$ cat config.mk
export PLATFORM = sky130hd
export DESIGN_NAME = pipe_stage_elastic
export DESIGN_NICKNAME = d
export VERILOG_FILES = /design/src/rtl/pipe_stage_elastic.sv
export SDC_FILE = /design/constraint.sdc
export NUM_CORES = 1
export LEC_CHECK = 0
export CAP_MARGIN = 20
export CORE_MARGIN = 2
export CORE_UTILIZATION = 45
export DETAILED_ROUTE_END_ITERATION = 16
export PLACE_DENSITY = 0.76
export SLEW_MARGIN = 15
export SYNTH_ARGS = -nofsm -noshare
export SYNTH_HDL_FRONTEND = slang
export SYNTH_SLANG_ARGS = --single-unit
export TNS_END_PERCENT = 5
$ cat constraint.sdc
create_clock -name clk -period 1.35 [get_ports clk]
set_clock_uncertainty 0.1 [all_clocks]
set_input_delay 0.2025 -clock clk [delete_from_list [all_inputs] [get_ports clk]]
set_output_delay 0.2025 -clock clk [all_outputs]
set_load 0.005 [all_outputs]
$ cat src/rtl/pipe_stage_elastic.sv
// Elastic pipeline register with one-entry skid buffer, valid/ready handshake and synchronous flush.
// Optional statistics counters (stall_cycles, xfer_count) are enabled by defining PIPE_STAGE_STATS_EN.
module pipe_stage_elastic #(
   parameter int unsigned        WIDTH      = 16,
   parameter logic [WIDTH-1:0]   BUBBLE_VAL = {WIDTH{1'b0}},
   parameter int unsigned        COUNT_W    = 16
) (
   input  logic               clk,
   input  logic               rst,
   input  logic               flush,
   input  logic               in_valid,
   output logic               in_ready,
   input  logic [WIDTH-1:0]   in_data,
   output logic               out_valid,
   input  logic               out_ready,
   output logic [WIDTH-1:0]   out_data,
   output logic [1:0]         occupancy
`ifdef PIPE_STAGE_STATS_EN
   ,
   output logic [COUNT_W-1:0] stall_cycles,
   output logic [COUNT_W-1:0] xfer_count
`endif
);

   typedef enum logic [1:0] {
      ST_EMPTY = 2'd0,
      ST_FULL  = 2'd1,
      ST_SKID  = 2'd2
   } state_e;

   state_e             state_q, state_d;
   logic [WIDTH-1:0]   main_q, main_d;
   logic [WIDTH-1:0]   skid_q, skid_d;
   logic               out_valid_q, out_valid_d;
   logic               in_ready_q, in_ready_d;
   logic [1:0]         occ_q, occ_d;
   logic               take_c;
   logic               accept_c;

   assign take_c   = out_valid_q && out_ready;
   assign accept_c = in_valid && in_ready_q;

   // Next-state and next-output decode; flush squashes everything after the handshake decode.
   always_comb begin
      state_d = state_q;
      main_d  = main_q;
      skid_d  = skid_q;
      case (state_q)
         ST_EMPTY: begin
            if (accept_c) begin
               state_d = ST_FULL;
               main_d  = in_data;
            end
         end
         ST_FULL: begin
            if (take_c && accept_c) begin
               main_d = in_data;
            end else if (take_c) begin
               state_d = ST_EMPTY;
               main_d  = BUBBLE_VAL;
            end else if (accept_c) begin
               state_d = ST_SKID;
               skid_d  = in_data;
            end
         end
         ST_SKID: begin
            if (take_c) begin
               state_d = ST_FULL;
               main_d  = skid_q;
               skid_d  = BUBBLE_VAL;
            end
         end
         default: begin
            state_d = ST_EMPTY;
            main_d  = BUBBLE_VAL;
            skid_d  = BUBBLE_VAL;
         end
      endcase
      if (flush) begin
         state_d = ST_EMPTY;
         main_d  = BUBBLE_VAL;
         skid_d  = BUBBLE_VAL;
      end
      out_valid_d = (state_d != ST_EMPTY);
      in_ready_d  = (state_d != ST_SKID);
      occ_d       = (state_d == ST_SKID) ? 2'd2 : ((state_d == ST_FULL) ? 2'd1 : 2'd0);
   end

   always_ff @(posedge clk) begin
      if (rst) begin
         state_q     <= ST_EMPTY;
         main_q      <= BUBBLE_VAL;
         skid_q      <= BUBBLE_VAL;
         out_valid_q <= 1'b0;
         in_ready_q  <= 1'b1;
         occ_q       <= 2'd0;
      end else begin
         state_q     <= state_d;
         main_q      <= main_d;
         skid_q      <= skid_d;
         out_valid_q <= out_valid_d;
         in_ready_q  <= in_ready_d;
         occ_q       <= occ_d;
      end
   end

   assign out_valid = out_valid_q;
   assign out_data  = main_q;
   assign in_ready  = in_ready_q;
   assign occupancy = occ_q;

`ifdef PIPE_STAGE_STATS_EN
   logic [COUNT_W-1:0] stall_q, stall_d;
   logic [COUNT_W-1:0] xfer_q, xfer_d;

   // Saturating counters; cleared by reset only, flush leaves them running.
   always_comb begin
      stall_d = stall_q;
      xfer_d  = xfer_q;
      if (out_valid_q && !out_ready && (stall_q != {COUNT_W{1'b1}})) begin
         stall_d = stall_q + COUNT_W'(1);
      end
      if (take_c && (xfer_q != {COUNT_W{1'b1}})) begin
         xfer_d = xfer_q + COUNT_W'(1);
      end
   end

   always_ff @(posedge clk) begin
      if (rst) begin
         stall_q <= '0;
         xfer_q  <= '0;
      end else begin
         stall_q <= stall_d;
         xfer_q  <= xfer_d;
      end
   end

   assign stall_cycles = stall_q;
   assign xfer_count   = xfer_q;
`endif

endmodule

==> results of run 1 <==
-- report_power, final --
part | switching [mW] | internal (mW) | leakage [nW] | total [mW]
Sequential | 0.0120 | 1.14 | 0.311 | 1.16
Clock | 0.412 | 0.788 | 0.0714 | 1.20
Combinational | 0.238 | 0.228 | 0.683 | 0.466
Total | 0.663 | 2.16 | 1.06 | 2.82
-- layer usage --
metal,vias up,part of all wire,GRT usage
met4,0,0.015,0.0689
li1,911,-,-
met1,918,0.45,0.342
met5,-,0,0
met3,14,0.061,0.0400
met2,83,0.48,0.358
-- logic make-up (layout without fill, tap and decap cells) --
| logic type | Yosys count | after routing | synth area share |
|---|---|---|---|
| AO/OA/AOI/OAI | 92 | 93 | 0.300 |
| AND/OR/NAND/NOR | 42 | 42 | 0.162 |
| flip-flops | 38 | 38 | 0.423 |
| buffers and inverters | 26 | 93 | 0.0752 |
| multiplexers | 7 | 7 | 0.0390 |
-- worst max-delay path, delay by kind of cell, from the launching register on --
kind                   cells  cell delay (ps)
and+or+nand+nor            1               70
DFF                        1              350
AOI/OAI and AO/OA          3              580
buffers and inverters      2              300
-- sequential cells by signal, indices dropped and copies added, names as in the netlist --
signal	flops
out_data	16
skid_q	16
occupancy	2
state_q	2
in_ready	1
out_valid	1
-- how the worst min path moves through the flow --
stage | start | to
floorplan | in_data[15] | skid_q[15]$_SDFFE_PP0P_
global placement | skid_q[0]$_SDFFE_PP0P_ | skid_q[0]$_SDFFE_PP0P_
detailed placement | skid_q[5]$_SDFFE_PP0P_ | skid_q[5]$_SDFFE_PP0P_
CTS | skid_q[5]$_SDFFE_PP0P_ | skid_q[5]$_SDFFE_PP0P_
global route | out_data[12]$_SDFFE_PP0P_ | out_data[12]$_SDFFE_PP0P_
finish | out_data[4]$_SDFFE_PP0P_ | out_data[4]$_SDFFE_PP0P_
-- final cells by class --
cell class	instances	area, sq um
inverter	7	26.3
tap	48	60.1
clock inverter	2	60.1
fill	259	941
timing repair buffer	78	716
multi-input combinational	142	1080
clock buffer	6	82.6
sequential	38	774
-- cell usage after synthesis --
| cell type | instances | area, sq um |
|---|---|---|
| clkbuf_2 | 2 | 10.0 |
| nand4b_1 | 12 | 105 |
| a31oi_4 | 1 | 21.3 |
| buf_6 | 3 | 33.8 |
| a21o_1 | 1 | 7.51 |
| nand2_1 | 9 | 33.8 |
| nand3b_1 | 1 | 7.51 |
| o22ai_1 | 1 | 6.26 |
| and3b_1 | 1 | 8.76 |
| nand2_8 | 1 | 20.0 |
| nand4_1 | 1 | 6.26 |
| buf_2 | 4 | 20.0 |
| clkbuf_1 | 7 | 26.3 |
| buf_4 | 2 | 15.0 |
| dfxtp_1 | 38 | 761 |
| o21ai_0 | 32 | 160 |
| buf_1 | 1 | 3.75 |
| nand2b_1 | 1 | 6.26 |
| a21oi_2 | 1 | 8.76 |
| nand3_1 | 3 | 15.0 |
| a21oi_1 | 37 | 185 |
| inv_1 | 7 | 26.3 |
| o32ai_1 | 6 | 52.6 |
| nor2_1 | 3 | 11.3 |
| mux2i_1 | 7 | 70.1 |
| o211ai_1 | 1 | 7.51 |
| or2_2 | 1 | 6.26 |
| o31a_1 | 2 | 17.5 |
| nand2b_4 | 1 | 13.8 |
| a22oi_1 | 9 | 67.6 |
| and3_1 | 2 | 12.5 |
| or4_1 | 6 | 45.0 |
| o21ai_1 | 1 | 5.00 |
-- what timing repair did --
action,CTS,global route
setup buffers,2,1
endpoints found under the setup margin,55,37
pin swaps,3,9
resized for setup,48,32
gates cloned,0,3
-- stage by stage --
step | util | setup TNS (ps) | std cells
2_1_floorplan | - | -2370 | 205
3_3_place_gp | 0.644 | -15860 | 307
3_5_place_dp | 0.644 | -16610 | 307
4_1_cts | 0.707 | -3100 | 317
5_1_grt | 0.749 | -4190 | 321
6_report | 0.749 | -2300 | 321
==> results by group, run 1 <==
Cells and area
  • Diodes inserted: 0
  • Design area: 0.00280 sq mm
  • Commonest cells after routing, fill and taps aside: a21oi_1 (31), dfxtp_1 (31), o21ai_0 (27), buf_4 (25), dlygate4sd2_1 (19)
  • Nets@finish: 293
  • Layout area overhead: 56.0%
  • Fraction of layout cells with a size suffix above 1: 0.308

Timing
  • RSZ-0062 raised after global routing: true
  • Final slew viol count: 0
  • Max-slew headroom: 0.783
  • Hold slack: 377 ps
  • Hold Vio Cnt, Final: 0
  • Tcrit/Tclk final: 1.11
  • Setup ws final: -144 ps
  • Minimum clock period: 1490 ps
  • Least-Margin Pin Slew: 325 ps
  • Final setup violation count: 32
  • Fmax: 0.669 GHz

Clocking
  • Max clock buf depth: 2
  • CTS Root Buffer Type: clkbuf_8
  • Clk sinks: 38
  • CTS H-tree depth: 2
  • Clock slew at reported path FFs: 80 ps
  • Worst-skew pair later-pin latency: 300 ps
  • CTS tree: yes
  • CTS Buf Count: 5
  • Hold buffers post-CTS: 0

Yosys
  • Syn nets: 226
  • Register area share after synthesis: 0.423
  • Cell variety after synth: 33
  • Post-Synthesis Cells: 205
  • Syn_area_per_cell: 8.76 sq um
  • Synth Warn #: 0
  • Post-Syn Area: 0.00180 sq mm
  • Flops & latches, synth: 38

Routing
  • Routed wire per std cell: 17.2 um
  • Vias per cell: 6.00
  • Via count: 1926
  • Post-Route WL: 5510 um
  • Drc violations: 0
  • ANT nets after route: 0
  • Iter 0 DRT Violations: 218
  • DR pass1 iterations: 4

Run status
  • Status: finished with violations
  • Failing checks: setup timing

Die
  • Initial Util: 0.480
  • Core Region: 0.00374 sq mm
  • Die area: 0.00451 sq mm
  • Die width: 67.2 um
  • Num ports: 41
  • Cell row count: 22
  • Die H: 67.2 um

GRT
  • GRT Total Usage: 0.236
  • Initial antenna violation count: 0
  • First-pass GRT wire length: 7970 um
  • Largest net degree at the start of global routing: 34
  • Remaining global-route overflow: 0
  • Vias in the first global route: 1646

Worst setup path
  • Crit path top cell by count: buf_6
  • Max Fanout on Critical Path: 7
  • FF-to-FF Start: out_valid$_SDFF_PP0_
  • Crit Path Class: flop to flop
  • WP data arrival: 1610 ps
  • Type of origin of the critical path: flop
  • Reg2reg end: skid_q[12]$_SDFFE_PP0P_
  • Worst EP required: 1470 ps
  • Reg2reg setup slack: -140 ps
  • Worst-path cell chain: buf_6 -> nand2_8 -> a31oi_4 -> buf_6 -> o21ai_0 -> a21oi_1
  • Cell count of the worst reg-to-reg path: 6
  • Slowest cell delay on critical path: 350 ps
  • CP Launch Point: out_valid$_SDFF_PP0_
  • CP Capture Type: flop
  • Worst Setup EP: skid_q[12]$_SDFFE_PP0P_
  • CP max stage cell: dfxtp_4

Power
  • P per Cell Area: 1010 mW/mm^2
  • Final Power: 2.82 mW
  • Worst vdd ir: 972 uV
  • Leakage Power: 1.06 nW

Placement
  • Place WS: -506 ps
  • DP HPWL: 3370 um
  • Area of placed instances: 0.00241 sq mm
  • Port bufs: 40
  • GPL Wtd Cong: 0.849

Min path
  • Min-delay worst type: flop to flop
  • WHS Path Cells: 2

Run
  • Max_cap viols: 0
(Power assumes the default switching activity.)
==> run 2: changes to the inputs <==
- CORE_MARGIN: 2 -> 4
- CORE_UTILIZATION: 45 -> 49
- PLACE_DENSITY: 0.76 -> 0.78
- clock period: 1.35 -> 1.5 ns (I/O delays scaled with it)
==> run 2 against run 1 <==
  * The flow still finishes with violations (setup timing)
  * Clock-buffer cell count fell by 1
  * Die area is 4.1% higher
  * Non-clock buffer count decreased by 4
  * Final area is 1.6% lower
  * Final cell count fell by 1.6%
  * Flip-flop and latch count stayed put
  * Largest power group is now sequential cells
  * Critical path type unchanged
  * Total power down 18%
==> results by group, run 2 (synthesized netlist as in run 1, its figures left out) <==
Die
  • Die area: 0.00470 sq mm
  • Initial Util: 0.522
  • Core Region: 0.00344 sq mm
  • Num ports: 41
  • Die width: 68.6 um
  • Cell row count: 21
  • Die H: 68.6 um

Timing
  • Least-Margin Pin Slew: 328 ps
  • Hold Vio Cnt, Final: 0
  • Final slew viol count: 0
  • RSZ-0062 raised after global routing: true
  • Max-slew headroom: 0.781
  • Tcrit/Tclk final: 1.03
  • Minimum clock period: 1550 ps
  • Setup ws final: -49.5 ps
  • Hold slack: 359 ps
  • Fmax: 0.645 GHz
  • Final setup violation count: 4

Power
  • Sequential share of power: 0.449
  • Sw Share: 0.257
  • Leakage Power: 1.01 nW
  • Logic gate share of total power: 0.178
  • Clock power share: 0.373
  • P per Cell Area: 844 mW/mm^2
  • Worst vdd ir: 653 uV
  • Sw power: 599 uW
  • P_int: 1.73 mW

Cells and area
  • Fraction of layout cells with a size suffix above 1: 0.311
  • End-of-flow core utilization: 0.802
  • Leading cell type in the layout, fill and taps excluded: a21oi_1
  • Commonest cells after routing, fill and taps aside: a21oi_1 (33), clkdlybuf4s50_1 (32), dfxtp_1 (29), buf_4 (25), o21ai_0 (17)
  • Nets@finish: 290
  • Diodes inserted: 0
  • Design area: 0.00276 sq mm
  • Non-filler instance count after layout: 316
  • Layout area overhead: 53.6%

Worst setup path
  • Reg2reg setup slack: -50 ps
  • CP max stage cell: or4_4
  • Max Fanout on Critical Path: 7
  • Slowest cell delay on critical path: 570 ps
  • WP data arrival: 1680 ps
  • CP Capture Type: flop
  • Worst EP required: 1630 ps
  • Type of origin of the critical path: flop
  • Worst-path cell chain: buf_6 -> nand2_8 -> a31oi_4 -> or4_4 -> a21oi_2
  • Crit Path Class: flop to flop

GRT
  • Largest net degree at the start of global routing: 34
  • GRT Total Usage: 0.220
  • Remaining global-route overflow: 0
  • Vias in the first global route: 1631
  • Initial antenna violation count: 0
  • First-pass GRT wire length: 7690 um

Routing
  • Drc violations: 0
  • Iter 0 DRT Violations: 177
  • Post-Route WL: 5490 um
  • ANT nets after route: 0
  • Routed wire per std cell: 17.4 um
  • DR pass1 iterations: 6
  • Vias per cell: 5.87
  • Via count: 1854

Placement
  • Placed cells: 300
  • Port bufs: 40
  • Area of placed instances: 0.00239 sq mm
  • DP HPWL: 3410 um
  • GPL Wtd Cong: 0.866
  • Place WS: -454 ps

Run status
  • Status: finished with violations
  • Failing checks: setup timing

Clocking
  • Max clock buf depth: 2
  • CTS Buf Count: 5
  • CTS Root Buffer Type: clkbuf_8
  • CTS tree: yes
  • Worst-skew pair later-pin latency: 290 ps
  • CTS H-tree depth: 2
  • Clk sinks: 38
  • Clock slew at reported path FFs: 80 ps

Min path
  • Min-delay worst type: flop to flop

Run
  • Max_cap viols: 0
run 2: cell count changes in the layout (fill, tap and decap cells not counted), moves of 5 or more:
cell / change
dlygate4sd2_1: -17
clkdlybuf4s50_1: +14
o21ai_0: -10
o21ai_2: +10
buf_6: -5
dlymetal6s2s_1: +5
run 2: timing repair:
item,CTS,global route
hold buffers,0,0
resized for setup,14,54
setup endpoints to repair,34,36
hold endpoints to repair,0,0
gates cloned,1,1
pin swaps,4,7
setup buffers,1,5
run 2: final timing paths:
kind	cells past startpoint	endpoint	start
setup / recovery	5	skid_q[13]$_SDFFE_PP0P_	out_valid$_SDFF_PP0_
hold / removal	2	out_data[10]$_SDFFE_PP0P_	out_data[10]$_SDFFE_PP0P_
setup reg to reg	5	skid_q[13]$_SDFFE_PP0P_	out_valid$_SDFF_PP0_
hold reg to reg	2	out_data[10]$_SDFFE_PP0P_	out_data[10]$_SDFFE_PP0P_
run 2: worst max-delay path: cells and delay by family, from the launching register on:
kind | cells | cell delay [ps]
buffers and inverters | 1 | 130
and+or+nand+nor | 2 | 640
DFF | 1 | 340
AOI/OAI and AO/OA | 2 | 280
run 2: layout make-up:
| class | instances | area, sq um |
|---|---|---|
| multi-input combinational | 143 | 1060 |
| inverter | 7 | 26.3 |
| sequential | 38 | 774 |
| timing repair buffer | 74 | 728 |
| tap | 46 | 57.6 |
| clock buffer | 5 | 68.8 |
| fill | 209 | 683 |
| clock inverter | 3 | 45.0 |
run 2: metrics by stage:
step / total power [mW] / setup TNS [ps]
CTS: 2.28 / -639
floorplan: 1.23 / -42.3
finish: 2.33 / -69.5
detailed placement: 1.41 / -13410
global route: 2.41 / -705
global placement: 1.41 / -12620
run 2: power by group through the flow:
| stage | Combinational (mW) | Clock, mW | Sequential (mW) |
|---|---|---|---|
| finish | 0.415 | 0.868 | 1.05 |
| floorplan | 0.167 | 0 | 1.07 |
| global placement | 0.342 | 0 | 1.06 |
| global route | 0.443 | 0.918 | 1.05 |
| CTS | 0.360 | 0.879 | 1.04 |
| detailed placement | 0.346 | 0 | 1.07 |
run 2: metal layers:
| metal | up-vias | GRT usage | wire length (um) |
|---|---|---|---|
| li1 | 899 | - | - |
| met3 | 2 | 0.0438 | 276 |
| met1 | 892 | 0.299 | 2380 |
| met4 | 0 | 0.0645 | 13 |
| met2 | 61 | 0.352 | 2820 |
| met5 | - | 0 | 0 |
==> run 3: changes to the inputs <==
- ABC_AREA: not set -> 1
- CORE_UTILIZATION: 49 -> 51
- GPL_TIMING_DRIVEN: not set -> 0
- PLACE_DENSITY: 0.78 -> 0.8
==> run 3 against run 2 <==
  * First-iteration DRC count down 42%
  * Synthesized cell count grew 35%
  * Critical path type is now flop to output pin
  * Clock-buffer cell count up 2
  * The run now ends clean
  * Critical endpoint is now out_data[6]
  * Flip-flop and latch count did not move
  * Total power fell by 6.9%
  * Combinational power decreased by 7.2%
  * Die area is 4.9% higher
  * Largest power group unchanged
==> results by group, run 3 <==
Timing
  • Hold Vio Cnt, Final: 0
  • Minimum clock period: 1470 ps
  • Fmax: 0.680 GHz
  • Max-slew headroom: 0.818
  • RSZ-0062 raised after global routing: true
  • Tcrit/Tclk final: 0.981
  • Setup TNS: 0 ps
  • Least-Margin Pin Slew: 274 ps
  • Final setup violation count: 0
  • Hold slack: 364 ps
  • Final slew viol count: 0

Yosys
  • Syn_area_per_cell: 7.15 sq um
  • Number of synthesized flops with an enable pin: 0
  • Synth top area share: 0.386
  • Register area share after synthesis: 0.386
  • Post-Syn Area: 0.00197 sq mm
  • Synth Warn #: 0
  • Ys async rst share: 0
  • Area contributors post-synth: dfxtp_1 (39%), nand2_1 (18%), nand2_2 (7.3%), a21oi_2 (7.1%), nor2_1 (4.9%)
  • Syn nets: 297
  • Flops & latches, synth: 38
  • Cell with the most instances after synthesis: nand2_1
  • Post-synth top area cell: dfxtp_1
  • Post-synth top cells: nand2_1 (93), dfxtp_1 (38), nor2_1 (26), nand2_2 (23), inv_1 (20)
  • Cell variety after synth: 24
  • Post-Synthesis Cells: 276
  • Top_reg_cell synth: dfxtp_1

Die
  • Die width: 70.2 um
  • Core Region: 0.00369 sq mm
  • Cell row count: 22
  • Die area: 0.00493 sq mm
  • Die H: 70.2 um
  • Initial Util: 0.535
  • Num ports: 41

Clocking
  • CTS H-tree depth: 2
  • CTS tree: yes
  • CTS Root Buffer Type: clkbuf_8
  • Clock slew at reported path FFs: 70 ps
  • Max clock buf depth: 2
  • CTS Buf Count: 5
  • Worst-skew pair later-pin latency: 290 ps
  • Clk sinks: 38

GRT
  • First-pass GRT wire length: 7770 um
  • Largest net degree at the start of global routing: 12
  • Vias in the first global route: 1717
  • Initial antenna violation count: 0
  • GRT Total Usage: 0.194
  • Remaining global-route overflow: 0

Routing
  • Vias per cell: 4.85
  • Iter 0 DRT Violations: 103
  • Routed wire per std cell: 11.8 um
  • Wire length on met3: 318 um
  • DR top layer: met4
  • Via count: 1819
  • DR pass1 iterations: 4
  • Drc violations: 0
  • Post-Route WL: 4420 um
  • M1 wire length: 1940 um
  • Met2 WL: 2080 um
  • ANT nets after route: 0

Power
  • Sw Share: 0.269
  • Sw power: 583 uW
  • P per Cell Area: 836 mW/mm^2
  • Sequential share of power: 0.483
  • Final Power: 2.17 mW
  • P_int: 1.59 mW
  • Worst vdd ir: 626 uV
  • Logic gate share of total power: 0.178
  • Clock power share: 0.339
  • Leakage Power: 1.05 nW

Cells and area
  • Area taken by multi-input logic gates: 0.00103 sq mm
  • Diodes inserted: 0
  • Leading cell type in the layout, fill and taps excluded: nand2_1
  • Nets@finish: 347
  • # fillers: 343
  • Commonest cells after routing, fill and taps aside: nand2_1 (93), clkdlybuf4s50_1 (38), dfxtp_1 (31), nor2_1 (25), nand2_2 (21)
  • Fraction of layout cells with a size suffix above 1: 0.248
  • Layout area overhead: 31.4%
  • Reg area: 769 sq um

Worst setup path
  • Worst-path cell chain: clkdlybuf4s50_1
  • Max Fanout on Critical Path: 2
  • Critical path's top delay family: buffers and inverters
  • Slowest cell delay on critical path: 500 ps
  • CP max stage cell: clkdlybuf4s50_1
  • CP Capture Type: output pin
  • Crit Path Class: flop to output pin
  • WP data arrival: 1150 ps
  • Type of origin of the critical path: flop
  • Worst EP required: 1170 ps
  • Crit path buf inv count: 1

Min path
  • Min-delay worst type: flop to flop

Placement
  • GPL Wtd Cong: 0.815
  • Port bufs: 40
  • DP HPWL: 3050 um

Run
  • Max_cap viols: 0

Run status
  • Status: finished clean
-- run 3: changes by cell type in the layout (fill, tap and decap cells not counted), moves of 15 or more --
| cell | delta |
|---|---|
| nand2_1 | +84 |
| nor2_1 | +23 |
| nand2_2 | +21 |
| a21oi_1 | -20 |
| buf_4 | -19 |
| nand3_1 | +15 |
-- run 3: stage by stage --
step                setup WS [ps]  std cells  utilization  instance area (sq um)
global placement             -428        364        0.660                   2430
CTS                          6.52        372        0.687                   2530
floorplan                     137        276            -                   1970
global route                -19.9        375        0.703                   2590
finish                       28.7        375        0.703                   2590
detailed placement           -457        364        0.660                   2430
-- run 3: final timing paths --
kind,startpoint,to,slack [ps],cells after the start
setup / recovery,out_data[6]$_SDFFE_PP0P_,out_data[6],30,1
hold / removal,out_data[5]$_SDFFE_PP0P_,out_data[5]$_SDFFE_PP0P_,360,2
setup reg to reg,state_q[0]$_SDFF_PP0_,out_data[12]$_SDFFE_PP0P_,110,8
hold reg to reg,out_data[5]$_SDFFE_PP0P_,out_data[5]$_SDFFE_PP0P_,360,2
-- run 3: layer usage --
| metal | global-route usage | up-vias |
|---|---|---|
| met5 | 0 | - |
| met2 | 0.307 | 52 |
| met4 | 0.0787 | 0 |
| met3 | 0.0489 | 10 |
| li1 | - | 961 |
| met1 | 0.249 | 796 |
-- run 3: final cells by class --
class | instances | share of cell area
multi-input combinational | 203 | 0.398
sequential | 38 | 0.297
timing repair buffer | 43 | 0.165
buffer | 12 | 0.0449
inverter | 23 | 0.0372
clock buffer | 7 | 0.0333
tap | 48 | 0.0232
clock inverter | 1 | 0.00193
-- run 3: repair_timing --
action	CTS	global route
pin swaps	2	2
setup endpoints to repair	13	41
hold buffers	0	0
setup buffers	0	3
gates resized for setup	3	16
endpoints found under the hold margin	0	0
-- run 3: kinds of logic after synthesis --
group | after synthesis | synth area share
compound gates | 34 | 0.119
simple gates | 169 | 0.395
buf+inv | 35 | 0.101
flops | 38 | 0.386
-- run 3: power groups by stage --
stage | clock, mW | combinational (mW) | sequential [mW]
5_1_grt | 0.793 | 0.426 | 1.05
6_report | 0.736 | 0.385 | 1.05
2_1_floorplan | 0 | 0.228 | 1.07
3_5_place_dp | 0 | 0.375 | 1.07
4_1_cts | 0.746 | 0.378 | 1.05
3_3_place_gp | 0 | 0.374 | 1.07
